File: config.mk
export PLATFORM = sky130hd
export DESIGN_NAME = ysyx_issue_ctrl_flat
export DESIGN_NICKNAME = d
export VERILOG_FILES = /design/src/rtl/ysyx_issue_ctrl_if.sv /design/src/rtl/ysyx_issue_ctrl.sv /design/src/flat_wrapper.sv
export SDC_FILE = /design/constraint.sdc
export NUM_CORES = 1
export LEC_CHECK = 0
export BUFFER_PORTS_ARGS = -buffer_cell sky130_fd_sc_hd__buf_2
export CORE_MARGIN = 2
export CORE_UTILIZATION = 58
export CTS_CLUSTER_SIZE = 8
export DETAILED_ROUTE_END_ITERATION = 8
export GPL_TIMING_DRIVEN = 0
export PLACE_DENSITY = 0.82
export SLEW_MARGIN = 20
export SYNTH_ARGS = -nofsm -noshare
export SYNTH_HDL_FRONTEND = slang
export SYNTH_SLANG_ARGS = --single-unit
File: constraint.sdc
create_clock -name clk -period 3 [get_ports clk]
set_input_delay 0.3 -clock clk [delete_from_list [all_inputs] [get_ports clk]]
set_output_delay 0.3 -clock clk [all_outputs]
set_load 0.01 [all_outputs]
File: src/rtl/ysyx_issue_ctrl_if.sv
// Handshake bundle between IDU, the issue controller, the EXU and commit.
// slave is the issue controller's view; master is the surrounding pipeline's view.
interface ysyx_issue_ctrl_if #(
    parameter int RW = 4
);
    logic          in_valid;
    logic          in_ready;
    logic [RW-1:0] in_rd;
    logic          in_wen;
    logic [RW-1:0] in_rs1;
    logic [RW-1:0] in_rs2;
    logic          in_rs1_use;
    logic          in_rs2_use;
    logic          in_system;
    logic          out_valid;
    logic          out_ready;
    logic          wb_valid;
    logic [RW-1:0] wb_rd;
    logic          flush;

    modport slave (
        input  in_valid, in_rd, in_wen, in_rs1, in_rs2, in_rs1_use, in_rs2_use,
               in_system, out_ready, wb_valid, wb_rd, flush,
        output in_ready, out_valid
    );

    modport master (
        output in_valid, in_rd, in_wen, in_rs1, in_rs2, in_rs1_use, in_rs2_use,
               in_system, out_ready, wb_valid, wb_rd, flush,
        input  in_ready, out_valid
    );
endinterface

File: src/rtl/ysyx_issue_ctrl.sv
// In-order issue gate: register scoreboard, in-flight credits and a
// serialization FSM that drains the backend around system instructions.
module ysyx_issue_ctrl #(
    parameter int NR_REG       = 16,
    parameter int MAX_INFLIGHT = 4,
    parameter int CNT_W        = 3
) (
    input  logic                clk,
    input  logic                rst_n,
    ysyx_issue_ctrl_if.slave    bus,
    output logic [31:0]         stall_cnt_o,
    output logic                protocol_err_o
);
    typedef enum logic {RUN, SERIAL} state_e;

    localparam logic [CNT_W-1:0] MAX_CNT = CNT_W'(MAX_INFLIGHT);
    localparam logic [CNT_W-1:0] ONE_CNT = CNT_W'(1);

    state_e              state_q, state_d;
    logic [NR_REG-1:0]   busy_q, busy_d;
    logic [CNT_W-1:0]    inflight_q, inflight_d;
    logic [31:0]         stall_q, stall_d;
    logic                err_q, err_d;

    logic hazard;
    logic ok;
    logic fire;
    logic wb;

    // Decisions look only at registered state; a write-back frees its
    // register for dependents one cycle later.
    always_comb begin
        hazard = 1'b0;
        if (bus.in_rs1_use && bus.in_rs1 != '0 && busy_q[bus.in_rs1]) hazard = 1'b1;
        if (bus.in_rs2_use && bus.in_rs2 != '0 && busy_q[bus.in_rs2]) hazard = 1'b1;
        if (bus.in_wen && bus.in_rd != '0 && busy_q[bus.in_rd])       hazard = 1'b1;
        ok = (state_q == RUN) && (inflight_q < MAX_CNT) && !hazard &&
             (!bus.in_system || inflight_q == '0);
    end

    assign bus.out_valid = bus.in_valid && ok && !bus.flush;
    assign bus.in_ready  = bus.out_ready && ok && !bus.flush;
    assign fire          = bus.in_valid && bus.in_ready;
    assign wb            = bus.wb_valid && !bus.flush;

    always_comb begin
        state_d    = state_q;
        busy_d     = busy_q;
        inflight_d = inflight_q;
        stall_d    = stall_q;
        err_d      = err_q;

        if (bus.in_valid && !fire && stall_q != '1) stall_d = stall_q + 32'd1;

        if (bus.flush) begin
            busy_d     = '0;
            inflight_d = '0;
            state_d    = RUN;
        end else begin
            // Clear before set so a same-cycle re-issue to the same rd stays busy.
            if (wb && bus.wb_rd != '0) busy_d[bus.wb_rd] = 1'b0;
            if (fire && bus.in_wen && bus.in_rd != '0) busy_d[bus.in_rd] = 1'b1;
            if (wb && inflight_q == '0) err_d = 1'b1;

            case ({fire, wb})
                2'b10:   inflight_d = inflight_q + ONE_CNT;
                2'b01:   if (inflight_q != '0) inflight_d = inflight_q - ONE_CNT;
                default: inflight_d = inflight_q;
            endcase

            case (state_q)
                RUN:     if (fire && bus.in_system) state_d = SERIAL;
                SERIAL:  if (wb && inflight_q == ONE_CNT) state_d = RUN;
                default: state_d = RUN;
            endcase
        end
        busy_d[0] = 1'b0;
    end

    always_ff @(posedge clk or negedge rst_n) begin
        if (!rst_n) begin
            state_q    <= RUN;
            busy_q     <= '0;
            inflight_q <= '0;
            stall_q    <= '0;
            err_q      <= 1'b0;
        end else begin
            state_q    <= state_d;
            busy_q     <= busy_d;
            inflight_q <= inflight_d;
            stall_q    <= stall_d;
            err_q      <= err_d;
        end
    end

    assign stall_cnt_o    = stall_q;
    assign protocol_err_o = err_q;
endmodule

File: src/flat_wrapper.sv
// flat-port wrapper written by rule: the top's interface ports become plain ports
module ysyx_issue_ctrl_flat 
#(
    parameter int NR_REG       = 16,
    parameter int MAX_INFLIGHT = 4,
    parameter int CNT_W        = 3
)
  (clk, rst_n, stall_cnt_o, protocol_err_o, bus_in_valid, bus_in_rd, bus_in_wen, bus_in_rs1, bus_in_rs2, bus_in_rs1_use, bus_in_rs2_use, bus_in_system, bus_out_ready, bus_wb_valid, bus_wb_rd, bus_flush, bus_in_ready, bus_out_valid);
  ysyx_issue_ctrl_if #(.RW(4)) bus_i ();
  input  logic clk;
  input  logic rst_n;
  output logic [31:0] stall_cnt_o;
  output logic protocol_err_o;
  input wire logic [$bits(bus_i.in_valid)-1:0] bus_in_valid;
  input wire logic [$bits(bus_i.in_rd)-1:0] bus_in_rd;
  input wire logic [$bits(bus_i.in_wen)-1:0] bus_in_wen;
  input wire logic [$bits(bus_i.in_rs1)-1:0] bus_in_rs1;
  input wire logic [$bits(bus_i.in_rs2)-1:0] bus_in_rs2;
  input wire logic [$bits(bus_i.in_rs1_use)-1:0] bus_in_rs1_use;
  input wire logic [$bits(bus_i.in_rs2_use)-1:0] bus_in_rs2_use;
  input wire logic [$bits(bus_i.in_system)-1:0] bus_in_system;
  input wire logic [$bits(bus_i.out_ready)-1:0] bus_out_ready;
  input wire logic [$bits(bus_i.wb_valid)-1:0] bus_wb_valid;
  input wire logic [$bits(bus_i.wb_rd)-1:0] bus_wb_rd;
  input wire logic [$bits(bus_i.flush)-1:0] bus_flush;
  output wire logic [$bits(bus_i.in_ready)-1:0] bus_in_ready;
  output wire logic [$bits(bus_i.out_valid)-1:0] bus_out_valid;
  assign bus_i.in_valid = bus_in_valid;
  assign bus_i.in_rd = bus_in_rd;
  assign bus_i.in_wen = bus_in_wen;
  assign bus_i.in_rs1 = bus_in_rs1;
  assign bus_i.in_rs2 = bus_in_rs2;
  assign bus_i.in_rs1_use = bus_in_rs1_use;
  assign bus_i.in_rs2_use = bus_in_rs2_use;
  assign bus_i.in_system = bus_in_system;
  assign bus_i.out_ready = bus_out_ready;
  assign bus_i.wb_valid = bus_wb_valid;
  assign bus_i.wb_rd = bus_wb_rd;
  assign bus_i.flush = bus_flush;
  assign bus_in_ready = bus_i.in_ready;
  assign bus_out_valid = bus_i.out_valid;
  ysyx_issue_ctrl #(.NR_REG(NR_REG), .MAX_INFLIGHT(MAX_INFLIGHT), .CNT_W(CNT_W)) u_core (.clk(clk), .rst_n(rst_n), .bus(bus_i), .stall_cnt_o(stall_cnt_o), .protocol_err_o(protocol_err_o));
endmodule
==> results by stage <==
Synthesis:
- After technology mapping, the gate count stands at 300.
- Of the post-synthesis cell area, the dominant cell type holds 0.426.
- The count of distinct cell types in the synthesized netlist is 48.
- Of the total synthesized cell area, the portion taken by AND, OR, NAND and NOR gates is 0.228.
- The post-synthesis mux area share is 0.0898.
- The synthesized design spends more area on one cell type than any other, namely sky130_fd_sc_hd__dfrtp_1.
- The net count after synthesis is 331.
- The count of yosys warnings during synthesis is 0.
- Of the total synthesized cell area, the portion taken by full adders, half adders and majority gates is 0.0205.
- After synthesis, the largest family of logic cells by area is simple AND/OR/NAND/NOR gates.
- The share of the synthesized netlist area taken by xor and xnor gates is 0.0890.
- After synthesis, the share of flip-flops with an asynchronous set or reset is 1.00.
- The count of state elements after synthesis is 52.
- After synthesis, the cell types taking the most area are sky130_fd_sc_hd__dfrtp_1, sky130_fd_sc_hd__xnor2_1, sky130_fd_sc_hd__nand4_1.
- The fraction of the mapped netlist area in compound gates was 0.112.
- The mapped netlist covers ~0.0031 mm².
- For this run, the register share of the synthesized area comes to 0.426.
- The number of enable-type register cells in the synthesized netlist is 0.
- The average cell area after synthesis is just over 10 µm².
- For this run, the leading register cell type out of synthesis is sky130_fd_sc_hd__dfrtp_1.

Worst hold path:
- The kind of path behind the tightest hold check is primary input to flip-flop.

Worst setup path:
- The launching instance or port of the critical path is u_core.inflight_q[1].
- The critical path contains buffers and inverters numbering 4 combined.
- The endpoint of the worst-slack reg-to-reg timing path is u_core.busy_q[1].
- In this design, the largest share of critical-path delay is due to compound AO/OA/AOI/OAI gates.
- STA classifies the critical path startpoint as a flip-flop.
- The start of the worst register-to-register path is u_core.inflight_q[1].
- The data arrival time at the worst-slack endpoint is roughly 2500 ps.
- The kind of critical path is flip-flop to primary output.
- The cell at the slowest stage of the critical path is sky130_fd_sc_hd__a2111oi_0.
- At the worst endpoint, the required time is 2700 ps.
- The destination of the critical timing path is bus_out_valid.
- The critical path goes through inv_1 -> ha_1 -> inv_1 -> a2111oi_0 -> and4_1 -> buf_4 -> and3_1 -> buf_2.
- Along the worst path, the maximum fanout reaches 9.
- The library cell appearing most often on the critical path is sky130_fd_sc_hd__inv_1.
- The critical path runs through a total of 8 cells.
- The slack of the worst reg-to-reg path is 310 ps.
- The largest single stage delay on the critical path is around 660 ps.
- Counting cells, the worst reg-to-reg path comes to 9.
- The kind of end point of the critical path is a primary output.

CTS:
- The root buffer cell chosen for the clock tree is sky130_fd_sc_hd__clkbuf_8.
- Buffers inserted during clock tree synthesis total 5.
- For this design, the sink count on the clock tree is between 50 and 60.
- Clock-pin slew was measured on the worst setup and hold paths at about 80 ps.
- The clock passes through at most 2 buffers.
- The clock tree synthesis step divided the H-tree into 2 levels.
- TritonCTS built the clock tree.
- The later pin in the worst-skew pair is clocked with a latency of a little over 300 ps.
- Gates resized during post-CTS repair numbered 0.

Placed design:
- At the placement stage, the worst setup path has a slack of ~430 ps.
- The detailed placer's ending HPWL is between 5000 and 6000 µm.
- At the end of routability-driven placement, the weighted congestion stood at 0.991.
- The number of input and output port buffers inserted is 57.

STA:
- The number of endpoints with negative hold slack in the final report came to 0.
- Setup repair after global routing left no endpoint under its margin.
- Of the available clock period, the critical path in the final layout requires 0.939.
- The worst setup skew after layout is about 14 ps.
- The final critical path time including I/O delays and setup is 2820 ps.
- In the final timing run, aggregate negative setup slack is 0 ps.
- The final max-slew violation count is 0.
- Setup slack closes at roughly 180 ps.
- Derived from the worst setup path, the maximum achievable clock frequency is roughly 360 MHz.
- The total setup violations reported at the end of the flow is 0.
- Measured against its own limit, the worst slew margin works out to 0.495.
- The slew at the pin with the worst max-slew slack is roughly 740 ps.

Layout:
- The final core utilization is 0.694.
- The ratio of cells with drive above 1 in the final layout is 0.243.
- The number of antenna diodes in the final layout is 0.
- At the end of the flow, the number of nets in the layout was between 300 and 400.
- The library cell used most frequently in the layout, excluding fill and tap cells, is sky130_fd_sc_hd__buf_2.
- From synthesis to final layout, the design area changed by 16.1%.
- In the layout the commonest cells are sky130_fd_sc_hd__buf_2, sky130_fd_sc_hd__dfrtp_1, sky130_fd_sc_hd__xnor2_1, sky130_fd_sc_hd__nand4_1, sky130_fd_sc_hd__nand3_1.

Power:
- The internal portion of the total power is 1.07 mW.
- Of the total power, the share spent switching nets is 0.315.
- The largest vdd supply drop is approximately 0.00042 V.
- The sequential group share of total power is 0.524.
- Power comes to 1.56 mW.
- Dividing total power by cell area gives a power density of ~440 mW/mm².
- For this design the total switching power over the nets is 0.492 mW.
- The clock network fraction of design power is 0.256.
- The leakage power is about 1.6 nW.
- Of the total power, combinational logic draws 0.220.

Floorplan:
- The placeable core region is approximately 0.005 mm².
- The starting density of the core is 0.598.
- The full die area is between 0.005 and 0.006 mm².
- From left edge to right edge, the die measures approximately 77 µm.
- The standard-cell row count is 26.
- Measured along the y axis, the die boundary spans 76.5 µm.
- The I/O pin count is 61.

GRT:
- The number of antenna violations at the first check in global routing is 0.
- In the global route stage, overall resource usage came out at 0.260.
- The first global-routing pass estimated approximately 12000 µm of wire.
- The remaining global-route overflow is 0.
- The number of global-route vias before repair is 2563.
- The pin count of the biggest net entering global routing is 32.

Outcome:
- The flow ran to the end, and the final reports show no timing, DRC or antenna violations.

Route:
- The total number of vias is ~2700.
- After detailed routing, the number of vias per cell comes to around 6.1.
- In the routed design, unresolved DRC markers number 0.
- The post-detailed-routing wire length is 7040 µm.
- The routed wire length per instance is ~16 µm.
- The number of design-rule violations left by the first detailed-router iteration is 272.
- The number of nets still failing antenna checks after routing is 0.
- The length of the first detailed-routing pass in iterations is 5.

Job:
- Max-cap violations in this run came to 0.
==> worst register-to-register path: stages, from the launching register on <==
cell and delay (ps):
sky130_fd_sc_hd__dfrtp_1 390, sky130_fd_sc_hd__inv_1 140, sky130_fd_sc_hd__ha_1 160, sky130_fd_sc_hd__inv_1 50, sky130_fd_sc_hd__a2111oi_0 660, sky130_fd_sc_hd__and4_1 340
sky130_fd_sc_hd__buf_4 170, sky130_fd_sc_hd__and2_4 170, sky130_fd_sc_hd__nand4_1 220, sky130_fd_sc_hd__o31ai_1 310
==> how the worst min path moves through the flow <==
stage | from | end | slack, ps | depth (start not counted)
final | bus_in_system | u_core.state_q | 280 | 3
after global placement | u_core.protocol_err_o | u_core.protocol_err_o | 440 | 1
after CTS | bus_in_system | u_core.state_q | 280 | 3
after floorplan | rst_n | u_core.busy_q[10] | 4 | 0
after detailed placement | rst_n | u_core.state_q | 300 | 1
after global routing | bus_in_system | u_core.state_q | 300 | 3
==> cell families (layout without fill, tap and decap cells) <==
kind of cell	Yosys count	in the layout
flops	52	52
simple gates	123	123
compound gates	50	50
xor+xnor	31	31
fa+ha+maj	5	5
mux	19	19
buf+inv	20	87
==> power groups by stage <==
stage	Combinational [mW]	Sequential [mW]	Clock, mW
final	0.344	0.817	0.398
after global routing	0.387	0.825	0.439
after CTS	0.345	0.816	0.409
after detailed placement	0.342	0.829	0
after global placement	0.328	0.824	0
after floorplan	0.190	0.839	0
==> sequential cells by signal, indices dropped and copies added (netlist names) <==
name,count
u_core.stall_cnt_o,32
u_core.protocol_err_o,1
u_core.inflight_q,3
u_core.state_q,1
u_core.busy_q,15
==> timing repair <==
action                    CTS  global route
hold endpoints to repair   21             0
hold buffers                1             0
buffers inserted            0             0
==> cell usage after synthesis, types with 4 or more instances <==
master	count
sky130_fd_sc_hd__and3_1	6
sky130_fd_sc_hd__nand2_1	18
sky130_fd_sc_hd__mux2_2	7
sky130_fd_sc_hd__ha_1	5
sky130_fd_sc_hd__dfrtp_1	52
sky130_fd_sc_hd__and2_1	4
sky130_fd_sc_hd__nand3b_1	4
sky130_fd_sc_hd__nor2_1	16
sky130_fd_sc_hd__o211ai_1	5
sky130_fd_sc_hd__nor2b_1	6
sky130_fd_sc_hd__clkbuf_1	4
sky130_fd_sc_hd__a21oi_1	9
sky130_fd_sc_hd__mux2i_1	6
sky130_fd_sc_hd__o311ai_0	4
sky130_fd_sc_hd__nand2b_1	8
sky130_fd_sc_hd__inv_1	8
sky130_fd_sc_hd__mux4_2	6
sky130_fd_sc_hd__nand4_1	25
sky130_fd_sc_hd__nand3_1	21
sky130_fd_sc_hd__xnor2_1	29
sky130_fd_sc_hd__buf_4	5
sky130_fd_sc_hd__o21ai_0	11
==> stage by stage <==
step	area, µm²	hold slack (ps)	std cells
2_1_floorplan	3050	4.41	300
4_1_cts	3540	275	437
5_1_grt	3540	295	437
6_report	3540	283	437
3_5_place_dp	3440	301	428
3_3_place_gp	3420	439	427
==> final cells by class <==
| type | instances | area, µm² |
|---|---|---|
| timing repair buffer | 59 | 315 |
| clock buffer | 6 | 72.6 |
| multi-input combinational | 228 | 1650 |
| clock inverter | 2 | 16.3 |
| fill | 398 | 1560 |
| buffer | 12 | 72.6 |
| sequential | 52 | 1300 |
| tap | 70 | 87.6 |
| inverter | 8 | 30.0 |
==> layer usage <==
layer	vias up	share of wire	track usage
met4	0	0.012	0.0691
met2	102	0.47	0.416
met1	1308	0.45	0.367
met3	9	0.069	0.0509
li1	1246	-	-
met5	-	0	0
No activity file was read; power rests on OpenSTA's default activity.
